[src/rtl/mac_dot_product_unit.sv]
// rtl/mac_dot_product_unit.sv - sequential multiply-accumulate dot product stage
module mac_dot_product_unit #(
   parameter int N_TERMS = 3,
   parameter int A_W     = 4,
   parameter int ACC_W   = 10
) (
   input  logic             clk,
   input  logic             clr,
   input  logic             flush,
   input  logic [A_W-1:0]   a_in,
   input  logic [A_W-1:0]   b_in,
   input  logic             in_valid,
   output logic             in_ready,
   output logic [ACC_W-1:0] result,
   output logic             ovf,
   output logic             out_valid,
   input  logic             out_ready,
   output logic             busy
);

   localparam logic [1:0] S_IDLE = 2'd0;
   localparam logic [1:0] S_ACC  = 2'd1;
   localparam logic [1:0] S_HOLD = 2'd2;

   // Beat counter compares against the vector length truncated to its own width.
   localparam logic [3:0] LAST_CNT = 4'(N_TERMS);

   logic [1:0]       state;
   logic [ACC_W-1:0] acc;
   logic [3:0]       cnt;
   logic             ovf_int;
   logic [2*A_W-1:0] prod;
   logic [ACC_W:0]   prod_ext;
   logic [ACC_W:0]   sum;
   logic             accept;

   // Operands are zero-extended so the product never truncates; sum carries in bit ACC_W.
   always_comb begin
      prod     = {{A_W{1'b0}}, a_in} * {{A_W{1'b0}}, b_in};
      prod_ext = {{(ACC_W + 1 - 2*A_W){1'b0}}, prod};
      sum      = {1'b0, acc} + prod_ext;
   end

   // No beat is taken while holding a result, during a flush, or while reset is held.
   assign in_ready = (state != S_HOLD) && !flush && !clr;
   assign accept   = in_valid && in_ready;
   assign busy     = (state != S_IDLE);

   // Vector sequencing: accumulate N_TERMS accepted products, then hold the result.
   always_ff @(posedge clk or posedge clr) begin
      if (clr) begin
         state     <= S_IDLE;
         acc       <= '0;
         cnt       <= '0;
         ovf_int   <= 1'b0;
         result    <= '0;
         ovf       <= 1'b0;
         out_valid <= 1'b0;
      end else if (flush) begin
         state     <= S_IDLE;
         acc       <= '0;
         cnt       <= '0;
         out_valid <= 1'b0;
      end else begin
         case (state)
            S_IDLE: begin
               if (accept) begin
                  acc     <= prod_ext[ACC_W-1:0];
                  cnt     <= 4'd1;
                  ovf_int <= 1'b0;
                  if (N_TERMS == 1) begin
                     result    <= prod_ext[ACC_W-1:0];
                     ovf       <= 1'b0;
                     out_valid <= 1'b1;
                     state     <= S_HOLD;
                  end else begin
                     state <= S_ACC;
                  end
               end
            end
            S_ACC: begin
               if (accept) begin
                  ovf_int <= ovf_int | sum[ACC_W];
                  if (cnt + 4'd1 == LAST_CNT) begin
                     result    <= sum[ACC_W-1:0];
                     ovf       <= ovf_int | sum[ACC_W];
                     out_valid <= 1'b1;
                     state     <= S_HOLD;
                  end else begin
                     acc <= sum[ACC_W-1:0];
                     cnt <= cnt + 4'd1;
                  end
               end
            end
            S_HOLD: begin
               if (out_ready) begin
                  out_valid <= 1'b0;
                  acc       <= '0;
                  cnt       <= '0;
                  state     <= S_IDLE;
               end
            end
            default: begin
               state     <= S_IDLE;
               acc       <= '0;
               cnt       <= '0;
               out_valid <= 1'b0;
            end
         endcase
      end
   end

endmodule
[config.mk]
export PLATFORM = sky130hd
export DESIGN_NAME = mac_dot_product_unit
export DESIGN_NICKNAME = d
export VERILOG_FILES = /design/src/rtl/mac_dot_product_unit.sv
export SDC_FILE = /design/constraint.sdc
export NUM_CORES = 1
export LEC_CHECK = 0
export CORE_ASPECT_RATIO = 0.75
export CORE_MARGIN = 1.5
export CORE_UTILIZATION = 60
export DETAILED_ROUTE_END_ITERATION = 10
export GPL_ROUTABILITY_DRIVEN = 0
export PLACE_DENSITY = 0.95
export SETUP_SLACK_MARGIN = 0.05
export SLEW_MARGIN = 20
export SYNTH_ARGS = -nofsm -noshare
export SYNTH_HDL_FRONTEND = slang
export SYNTH_SLANG_ARGS = --single-unit
[constraint.sdc]
create_clock -name clk -period 3.7 [get_ports clk]
set_clock_uncertainty 0.1 [all_clocks]
set_input_delay 0.37 -clock clk [delete_from_list [all_inputs] [get_ports clk]]
set_output_delay 0.37 -clock clk [all_outputs]
set_load 0.005 [all_outputs]
==> qor.csv, run 1 <==
metric;value;unit
rsz0062_at_grt;true;
htree_num_levels;2;
yosys_most_used_dff;dfrtp_1;
die_h;56.7;um
setup_ws;-0.286;ns
instances_no_fill;342;
cp_top_family;adder cells;
synth_area;2300;um^2
io_pins;27;
vdd_drop_max;0.327;mV
crit_path_start;b_in[1];
p_sw;0.000398;W
critPathBufInv;3;
grt_pass1_wl;10.7;mm
clk_pin_slew_worst_paths;0.06;ns
ys_async_sr_fraction;100;%
seqPwrFrac;31.6;%
hold_class;flop to flop;
status;finished, violations left;
tightest_slew;0.867;ns
ys_warn_count;0;
grt.total_usage;34.3;%
grt_pass1_vias;2170;
synth_cell_type_count;51;
synth_fp_nets;277;
crit_path_top_delay_cell;fa_1;
power_frac_comb;43.4;%
start_util;62.9;%
synth-edff-count;0;
utilization;84.2;%
route.detailed.drc;0;
synth_top_area_cell;dfrtp_1;
period_needed;3.99;ns
portBuffers;26;
maxCapViolCount;0;
cts_tree;yes;
cts.path.max_buffers;2;
max_stage_delay;0.56;ns
start_kind;input port;
diodes;0;
vias_per_cell;6.80;
row_count;19;
drt_iter0_drc;409;
grt.overflow.total;0;
post-place-ws;-0.897;ns
sw_frac_of_total;36.1;%
cts_root_buf;clkbuf_8;
synth_area_leaders;dfrtp_1 32%, ha_1 12%, mux2_2 4.9%, and2_1 4.3%, fa_1 4.3%;
netlist_instances;237;
worst-setup-path-type;input port to flop;
finalWirelength;7.90;mm
end_kind;flop;
final_cell_mix;29 x dfrtp_1, 26 x buf_4, 19 x ha_1;
p_clk_share;25.0;%
cts.sinks;29;
final_common_cell;dfrtp_1;
drive_above_1_share;31.4;%
netlist.area_leader.share;31.5;%
arrival;4.09;ns
path_max_fanout;5;
die_area;4220;um^2
die_w;74.5;um
violations;negative setup slack;
grt_max_degree;30;
p_int;0.000703;W
critPathRequiredTime;3.81;ns
setup_viol;10;
wl_per_cell;23.1;um
hold_viol_final;0;
area_growth;33.9;%
ys_ff_latch;29;
grt_antenna_before_repair;0;
reg2reg_from;cnt[1]$_DFFE_PP0P_;
min_period_over_period;108;%
fin_setup_tns;-1.69;ns
dp_hpwl;4.45;mm
worstSkewPairLatency;0.30;ns
ant_nets;0;
synth.avg_cell_area;9.72;um^2
path_cells;buf_8 -> nand2_8 -> fa_1 -> inv_2 -> fa_1 -> ha_1 -> a211oi_2 -> o21bai_1 -> a21oi_2 -> xnor2_1 -> ha_1 -> o21ai_0 -> nand2b_1 -> o41a_1 -> buf_4 -> nand3_1 -> a2bb2oi_1;
worstHoldStart;result[2]$_DFFE_PP0P_;
fill_cells;196;
nets;330;
cts_inserted_buffers;5;
worst_hold_slack;0.412;ns
fmax;251;MHz
core;3660;um^2
vias;2326;
dr.pass1.iters;7;
power_density;357;nW/um^2
post-place-cells;328;
synth_seq_area_share;31.5;%
slew_headroom;42.2;%
slew_viol_final;0;
leakage;1.45;nW
-- synth_stat cells (3+ instances only) --
cell	count
dfrtp_1	29
ha_1	22
and2_1	16
inv_1	15
nand2_1	12
a21oi_1	11
nor2_1	11
mux2_2	10
o21ai_0	9
nor3_1	7
xor2_1	6
a211oi_1	5
clkbuf_1	5
fa_1	5
xnor2_1	5
a21o_1	4
a22o_1	4
mux2i_1	4
nand2b_1	4
nand3_1	4
nor2b_1	4
o31ai_1	4
mux2_4	3
or3_1	3
-- per-layer routing --
metal / vias up / GRT usage (%) / part of all wire [%]
met4: 0 / 15.6 / 8.4
met5: - / 0 / 0
li1: 961 / - / -
met1: 1081 / 45.1 / 37
met2: 201 / 51.7 / 44
met3: 83 / 10.2 / 11
-- cell type report --
cell class	instances	area, um^2	area share [%]
timing repair buffer	53	467	15.1
clock buffer	6	82.6	2.68
inverter	16	60.1	1.95
multi-input combinational	185	1680	54.4
sequential	29	726	23.5
tap	52	65.1	2.11
clock inverter	1	7.51	0.243
-- timing repair --
action                                  4_1_cts  5_1_grt
pin swaps                                    19       10
setup buffers                                 2        5
endpoints found under the hold margin         0        0
hold buffers                                  0        0
resized for setup                            42       28
endpoints found under the setup margin       15       12
-- through the flow --
stage                     cell area [um^2]  total power, W
after detailed placement              2790        0.000704
after CTS                             2910        0.000995
after global routing                  3080         0.00114
final                                 3080         0.00110
after global placement                2790        0.000689
after floorplan                       2350        0.000569
-- flip-flops by register name (all words and copies together) (netlist names) --
name	cells
cnt	4
ovf	1
result	10
out_valid	1
acc	10
state	2
ovf_int	1
-- worst paths after layout --
path,end,slack (ns),cells after the start
setup / recovery,ovf$_DFFE_PP0P_,-0.29,17
hold / removal,result[2]$_DFFE_PP0P_,0.41,1
setup reg to reg,acc[6]$_DFFE_PP0P_,0.91,7
hold reg to reg,result[2]$_DFFE_PP0P_,0.41,1
max in group asynchronous,acc[2]$_DFFE_PP0P_,2.55,2
min in group asynchronous,cnt[2]$_DFFE_PP0P_,0.54,2
-- cell families after synthesis --
kind of cell | Yosys count | synth area share [%]
xor+xnor | 11 | 4.18
mux | 17 | 8.58
buf+inv | 23 | 4.13
fa+ha+maj | 27 | 16.3
simple gates | 71 | 17.3
compound gates | 59 | 18.0
flops | 29 | 31.5
-- power groups by stage --
| stage | clock [W] | combinational, W | sequential [W] |
|---|---|---|---|
| 4_1_cts | 0.000272 | 0.000379 | 0.000344 |
| 6_report | 0.000275 | 0.000478 | 0.000347 |
| 2_1_floorplan | 0 | 0.000226 | 0.000344 |
| 5_1_grt | 0.000290 | 0.000502 | 0.000348 |
| 3_5_place_dp | 0 | 0.000354 | 0.000350 |
| 3_3_place_gp | 0 | 0.000340 | 0.000349 |
No activity file was read; power rests on OpenSTA's default activity.
==> inputs of run 2 (changes only) <==
CORE_UTILIZATION = 33   (was 60)
CTS_CLUSTER_SIZE = 10   (was not set)
PLACE_DENSITY = 0.62   (was 0.95)
==> run 2 against run 1 <==
Net effect: highest routed layer unchanged; largest cell class unchanged; register-to-register slack gained 0.26 ns; the run still ends with negative setup slack left; sequential power is essentially flat; sequential share of layout area shrank 0.83 points; first-iteration DRC count shrank 72%.
==> qor.csv, run 2 (synthesis results as in run 1) <==
metric;value;unit;change
io_pins;27;;unchanged
die_h;75.4;um;+33%
hold_viol_final;0;;unchanged
wl_met2;2.50;mm;-27%
power_frac_comb;44.5;%;+1.1 points
status;finished, violations left;;
critPathBufInv;2;;-1
p_clk_share;24.1;%;-0.9 points
dp_hpwl;4.32;mm;-2.9%
ant_nets;0;;unchanged
maxCapViolCount;0;;unchanged
final_common_cell;buf_4;;
setup_ws;-0.142;ns;+0.144 ns
grt_pass1_wl;9.66;mm;-9.6%
cts_tree;yes;;
end_kind;flop;;
clk_pin_slew_worst_paths;0.07;ns;about the same
cts.sinks;29;;unchanged
min_period_over_period;104;%;-3.9 points
tightest_slew;0.748;ns;-0.119 ns
nets;341;;+3.3%
period_needed;3.84;ns;-0.144 ns
grt_pass1_vias;1857;;-14%
final_cell_mix;37 x buf_4, 29 x dfrtp_1, 19 x clkdlybuf4s50_1;;
wl_per_cell;15.8;um;-32%
htree_num_levels;2;;unchanged
grt.total_usage;16.7;%;-18 points
drt-met1-wl;3.25;mm;+12%
post-place-cells;367;;+12%
utilization;47.2;%;-37 points
dr.pass1.iters;4;;-3
cts_inserted_buffers;5;;unchanged
highest_layer;met4;;
path_cells;buf_8 -> nand2_8 -> fa_1 -> inv_2 -> fa_1 -> ha_1 -> a211oi_2 -> nor2_1 -> xor2_1 -> ha_1 -> a21o_1 -> o41a_1 -> xor2_1 -> mux2_4;;
drt_iter0_drc;114;;-72%
critPathRequiredTime;3.77;ns;-0.04 ns
start_util;34.0;%;-29 points
vias_per_cell;5.22;;-23%
portBuffers;26;;unchanged
setup_viol;7;;-3
grt_max_degree;17;;-43%
worst-setup-path-type;input port to flop;;
wl_met3;290;um;-67%
core;6770;um^2;+85%
grt.overflow.total;0;;unchanged
reg_top3;acc: 10 flops, result: 10 flops, cnt: 4 flops;;
path_max_fanout;5;;unchanged
rsz0062_at_grt;true;;
leakage;1.50;nW;+3.5%
power_density;345;nW/um^2;-3.4%
worstSkewPairLatency;0.29;ns;about the same
sw_frac_of_total;34.7;%;-1.5 points
max_stage_delay;0.57;ns;about the same
vias;2015;;-13%
cts.path.max_buffers;2;;unchanged
arrival;3.91;ns;-0.18 ns
p_sw;0.000382;W;-4.0%
violations;negative setup slack;;
drive_above_1_share;31.8;%;+0.41 points
cp_top_family;adder cells;;
die_area;7500;um^2;+77%
cts_root_buf;clkbuf_8;;
slew_viol_final;0;;unchanged
area_growth;38.8;%;
finalWirelength;6.09;mm;-23%
slew_headroom;50.1;%;+7.9 points
die_w;99.5;um;+33%
start_kind;input port;;
route.detailed.drc;0;;unchanged
crit_path_top_delay_cell;fa_1;;
instances_no_fill;386;;+13%
hold_class;flop to flop;;
seqPwrFrac;31.4;%;-0.2 points
fmax;260;MHz;+3.7%
row_count;26;;+7
p_int;0.000720;W;+2.4%
vdd_drop_max;0.196;mV;-40%
grt_antenna_before_repair;0;;unchanged
diodes;0;;unchanged
-- run 2: cell count changes in the layout (fill, tap and decap cells not counted), moves of 2 or more --
cell      previous run  this run
buf_4               26        37
and2_4               3         1
clkinv_2             0         2
ha_4                 2         4
and2_1              13        15
-- run 2: power by group through the flow --
| stage | clock network [W] | logic [W] | registers, W |
|---|---|---|---|
| final | 0.000266 | 0.000490 | 0.000345 |
| after global routing | 0.000283 | 0.000531 | 0.000347 |
| after CTS | 0.000272 | 0.000412 | 0.000344 |
| after detailed placement | 0 | 0.000376 | 0.000350 |
| after global placement | 0 | 0.000372 | 0.000350 |
| after floorplan | 0 | 0.000226 | 0.000344 |
-- run 2: layout make-up --
| class | count | area [um^2] |
|---|---|---|
| Clock inverter | 3 | 17.5 |
| Fill cell | 628 | 3570 |
| Multi-Input combinational cell | 185 | 1680 |
| Clock buffer | 5 | 68.8 |
| Inverter | 16 | 60.1 |
| Timing Repair Buffer | 64 | 544 |
| Tap cell | 84 | 105 |
| Sequential cell | 29 | 726 |
-- run 2: path summary, 6_finish.rpt --
check,to,depth (start not counted),slack [ns],from
worst min register to register,result[7]$_DFFE_PP0P_,1,0.41,result[7]$_DFFE_PP0P_
max in group asynchronous,acc[9]$_DFFE_PP0P_,3,2.29,clr
worst min-delay path,result[7]$_DFFE_PP0P_,1,0.41,result[7]$_DFFE_PP0P_
worst max register to register,acc[9]$_DFFE_PP0P_,5,1.17,state[1]$_DFFE_PP0P_
min in group asynchronous,state[0]$_DFFE_PP0P_,2,0.54,clr
worst max-delay path,result[8]$_DFFE_PP0P_,14,-0.14,b_in[1]
-- run 2: per-stage QoR --
| step | power (W) | hold WS [ns] | instance area (um^2) | TNS, ns | setup slack [ns] |
|---|---|---|---|---|---|
| 2_1_floorplan | 0.000569 | 0.348 | 2350 | -0.133 | -0.0824 |
| 3_3_place_gp | 0.000722 | 0.397 | 2880 | -9.70 | -0.855 |
| 3_5_place_dp | 0.000726 | 0.398 | 2880 | -10.55 | -0.885 |
| 4_1_cts | 0.00103 | 0.417 | 3050 | -0.286 | -0.0994 |
| 5_1_grt | 0.00116 | 0.433 | 3200 | -2.22 | -0.317 |
| 6_report | 0.00110 | 0.411 | 3200 | -0.613 | -0.142 |
-- run 2: metal layers --
layer  GRT usage (%)  vias to the layer above
li1                -                      994
met1            26.1                      963
met2            23.0                       50
met3            4.40                        8
met4            3.13                        0
met5               0                        -
-- run 2: timing repair --
action,in CTS,in global routing
pin swaps,16,18
resized for setup,43,16
endpoints found under the setup margin,14,12
hold buffers,0,0
gates cloned,0,0
buffers inserted,5,6
==> inputs of run 3 (changes only) <==
SKIP_CTS_REPAIR_TIMING = 1   (was not set)
==> run 3 against run 2 <==
Net effect: the flow still finishes with violations (negative setup slack); maximum frequency increased by 0.50%; worst hold slack improved by 0.00099 ns; first-iteration DRC count increased by 3.5%; sequential share of layout area increased by 0.86 points; global-route usage decreased by 0.81 points; non-clock buffer count decreased by 5; cell area decreased by 3.6%; via count decreased by 3.2%; combinational power decreased by 15%; sequential power about the same.
==> qor.csv, run 3 (synthesis results as in run 1) <==
metric;value;unit;change
status;finished, violations left;;
violations;negative setup slack;;
setup_ws;-0.123;ns;+0.0190 ns
sw_frac_of_total;34.1;%;-0.51 points
worst_hold_slack;0.412;ns;+0.000994 ns
drt_iter0_drc;118;;+3.5%
register_area;726;um^2;unchanged
min_period_over_period;103;%;-0.51 points
leakage;1.47;nW;-2.1%
vias_per_cell;5.12;;-1.9%
cts_inserted_buffers;5;;unchanged
crit_path_top_delay_cell;fa_1;;
tightest_slew;0.661;ns;-0.0867 ns
row_count;26;;unchanged
maxCapViolCount;0;;unchanged
start_kind;input port;;
utilization;45.5;%;-1.7 points
final_cell_mix;35 x buf_4, 29 x dfrtp_1, 21 x ha_1;;
dp_hpwl;4.32;mm;unchanged
grt_pass1_vias;1755;;-5.5%
worstSkewPairLatency;0.29;ns;about the same
reg_top3;acc: 10 flops, result: 10 flops, cnt: 4 flops;;
cts_tree;yes;;
diodes;0;;unchanged
portBuffers;26;;unchanged
dr.pass1.iters;4;;unchanged
htree_num_levels;2;;unchanged
area_growth;33.7;%;
max_stage_delay;0.56;ns;about the same
setup_viol;5;;-2
cts.sinks;29;;unchanged
worst-setup-path-type;input port to flop;;
end_kind;flop;;
critPathRequiredTime;3.77;ns;about the same
grt_antenna_before_repair;0;;unchanged
ant_nets;0;;unchanged
drive_above_1_share;27.9;%;-3.8 points
p_int;0.000677;W;-6.0%
period_needed;3.82;ns;-0.0190 ns
route.detailed.drc;0;;unchanged
grt_max_degree;17;;unchanged
fin_setup_tns;-0.336;ns;+0.277 ns
die_area;7500;um^2;unchanged
arrival;3.89;ns;-0.02 ns
cts_root_buf;clkbuf_8;;
core;6770;um^2;unchanged
p_sw;0.000351;W;-8.1%
seqPwrFrac;33.5;%;+2.1 points
die_w;99.5;um;unchanged
grt.total_usage;15.9;%;-0.81 points
vias;1951;;-3.2%
power;0.00103;W;-6.7%
grt_pass1_wl;9.18;mm;-4.9%
fmax;262;MHz;+0.50%
hold_class;flop to flop;;
power_frac_comb;40.5;%;-4.0 points
die_h;75.4;um;unchanged
cts.path.max_buffers;2;;unchanged
slew_viol_final;0;;unchanged
vdd_drop_max;0.183;mV;-6.5%
slew_headroom;55.9;%;+5.7 points
path_cells;buf_8 -> nand2_4 -> fa_1 -> inv_2 -> fa_1 -> inv_2 -> fa_2 -> nand2b_4 -> a21oi_2 -> xor2_1 -> ha_1 -> a21o_1 -> a21o_1 -> a22oi_2 -> xnor2_1 -> mux2_4;;
finalWirelength;5.71;mm;-6.2%
wl_per_cell;15.0;um;-5.0%
path_max_fanout;6;;+1
nets;336;;-1.5%
io_pins;27;;unchanged
multiInputGateArea;1590;um^2;-5.2%
rsz0062_at_grt;true;;
start_util;34.0;%;unchanged
p_clk_share;26.0;%;+1.9 points
clk_pin_slew_worst_paths;0.07;ns;about the same
hold_viol_final;0;;unchanged
power_density;334;nW/um^2;-3.2%
final_common_cell;buf_4;;
grt.overflow.total;0;;unchanged
fill_cells;645;;+2.7%
## run 3: cell count changes in the layout (fill, tap and decap cells not counted), sizes merged
cell          before  now
buf               44   39
dlygate4sd2        1    0
dlymetal6s2s       0    1
## run 3: final timing paths
path                            cells past startpoint                    end  slack, ns                  start
worst max register to register                      7     acc[0]$_DFFE_PP0P_       1.22     cnt[0]$_DFFE_PP0P_
max in group asynchronous                           3     acc[9]$_DFFE_PP0P_       2.29                    clr
min in group asynchronous                           2   state[0]$_DFFE_PP0P_       0.55                    clr
worst max-delay path                               16  result[9]$_DFFE_PP0P_      -0.12                b_in[3]
worst min-delay path                                1  result[2]$_DFFE_PP0P_       0.41  result[2]$_DFFE_PP0P_
worst min register to register                      1  result[2]$_DFFE_PP0P_       0.41  result[2]$_DFFE_PP0P_
## run 3: layout make-up
cell class	instances	area share, %
repair buffers	59	16.7
inverters	16	1.95
multi-input cells	185	51.6
clock inverters	3	0.569
flip-flops and latches	29	23.6
clock buffers	5	2.23
well taps	84	3.41
## run 3: worst max-delay path: cells and delay by family
kind / cells / cell delay (ns)
AND/OR/NAND/NOR: 2 / 0.19
buffers and inverters: 3 / 0.17
multiplexers: 1 / 0.26
XOR/XNOR: 2 / 0.34
AO/OA/AOI/OAI: 4 / 0.79
adder cells (fa/ha/maj): 4 / 1.77
## run 3: stage by stage
| stage | cells | instance area, um^2 | worst slack [ns] |
|---|---|---|---|
| 2_1_floorplan | 237 | 2350 | -0.0824 |
| 3_3_place_gp | 367 | 2880 | -0.855 |
| 3_5_place_dp | 367 | 2880 | -0.885 |
| 4_1_cts | 375 | 2970 | -0.631 |
| 5_1_grt | 381 | 3080 | -0.260 |
| 6_report | 381 | 3080 | -0.123 |
## run 3: power by group through the flow
stage / combinational [W] / clock, W / sequential, W
after floorplan: 0.000226 / 0 / 0.000344
after global routing: 0.000459 / 0.000283 / 0.000346
after detailed placement: 0.000376 / 0 / 0.000350
after global placement: 0.000372 / 0 / 0.000350
after CTS: 0.000379 / 0.000272 / 0.000344
final: 0.000417 / 0.000267 / 0.000344
## run 3: metal layers
| metal | track usage, % | vias up | part of all wire, % |
|---|---|---|---|
| li1 | - | 987 | - |
| met1 | 25.9 | 921 | 56 |
| met2 | 21.0 | 39 | 39 |
| met3 | 3.58 | 4 | 4.2 |
| met4 | 2.82 | 0 | 0.63 |
| met5 | 0 | - | 0 |
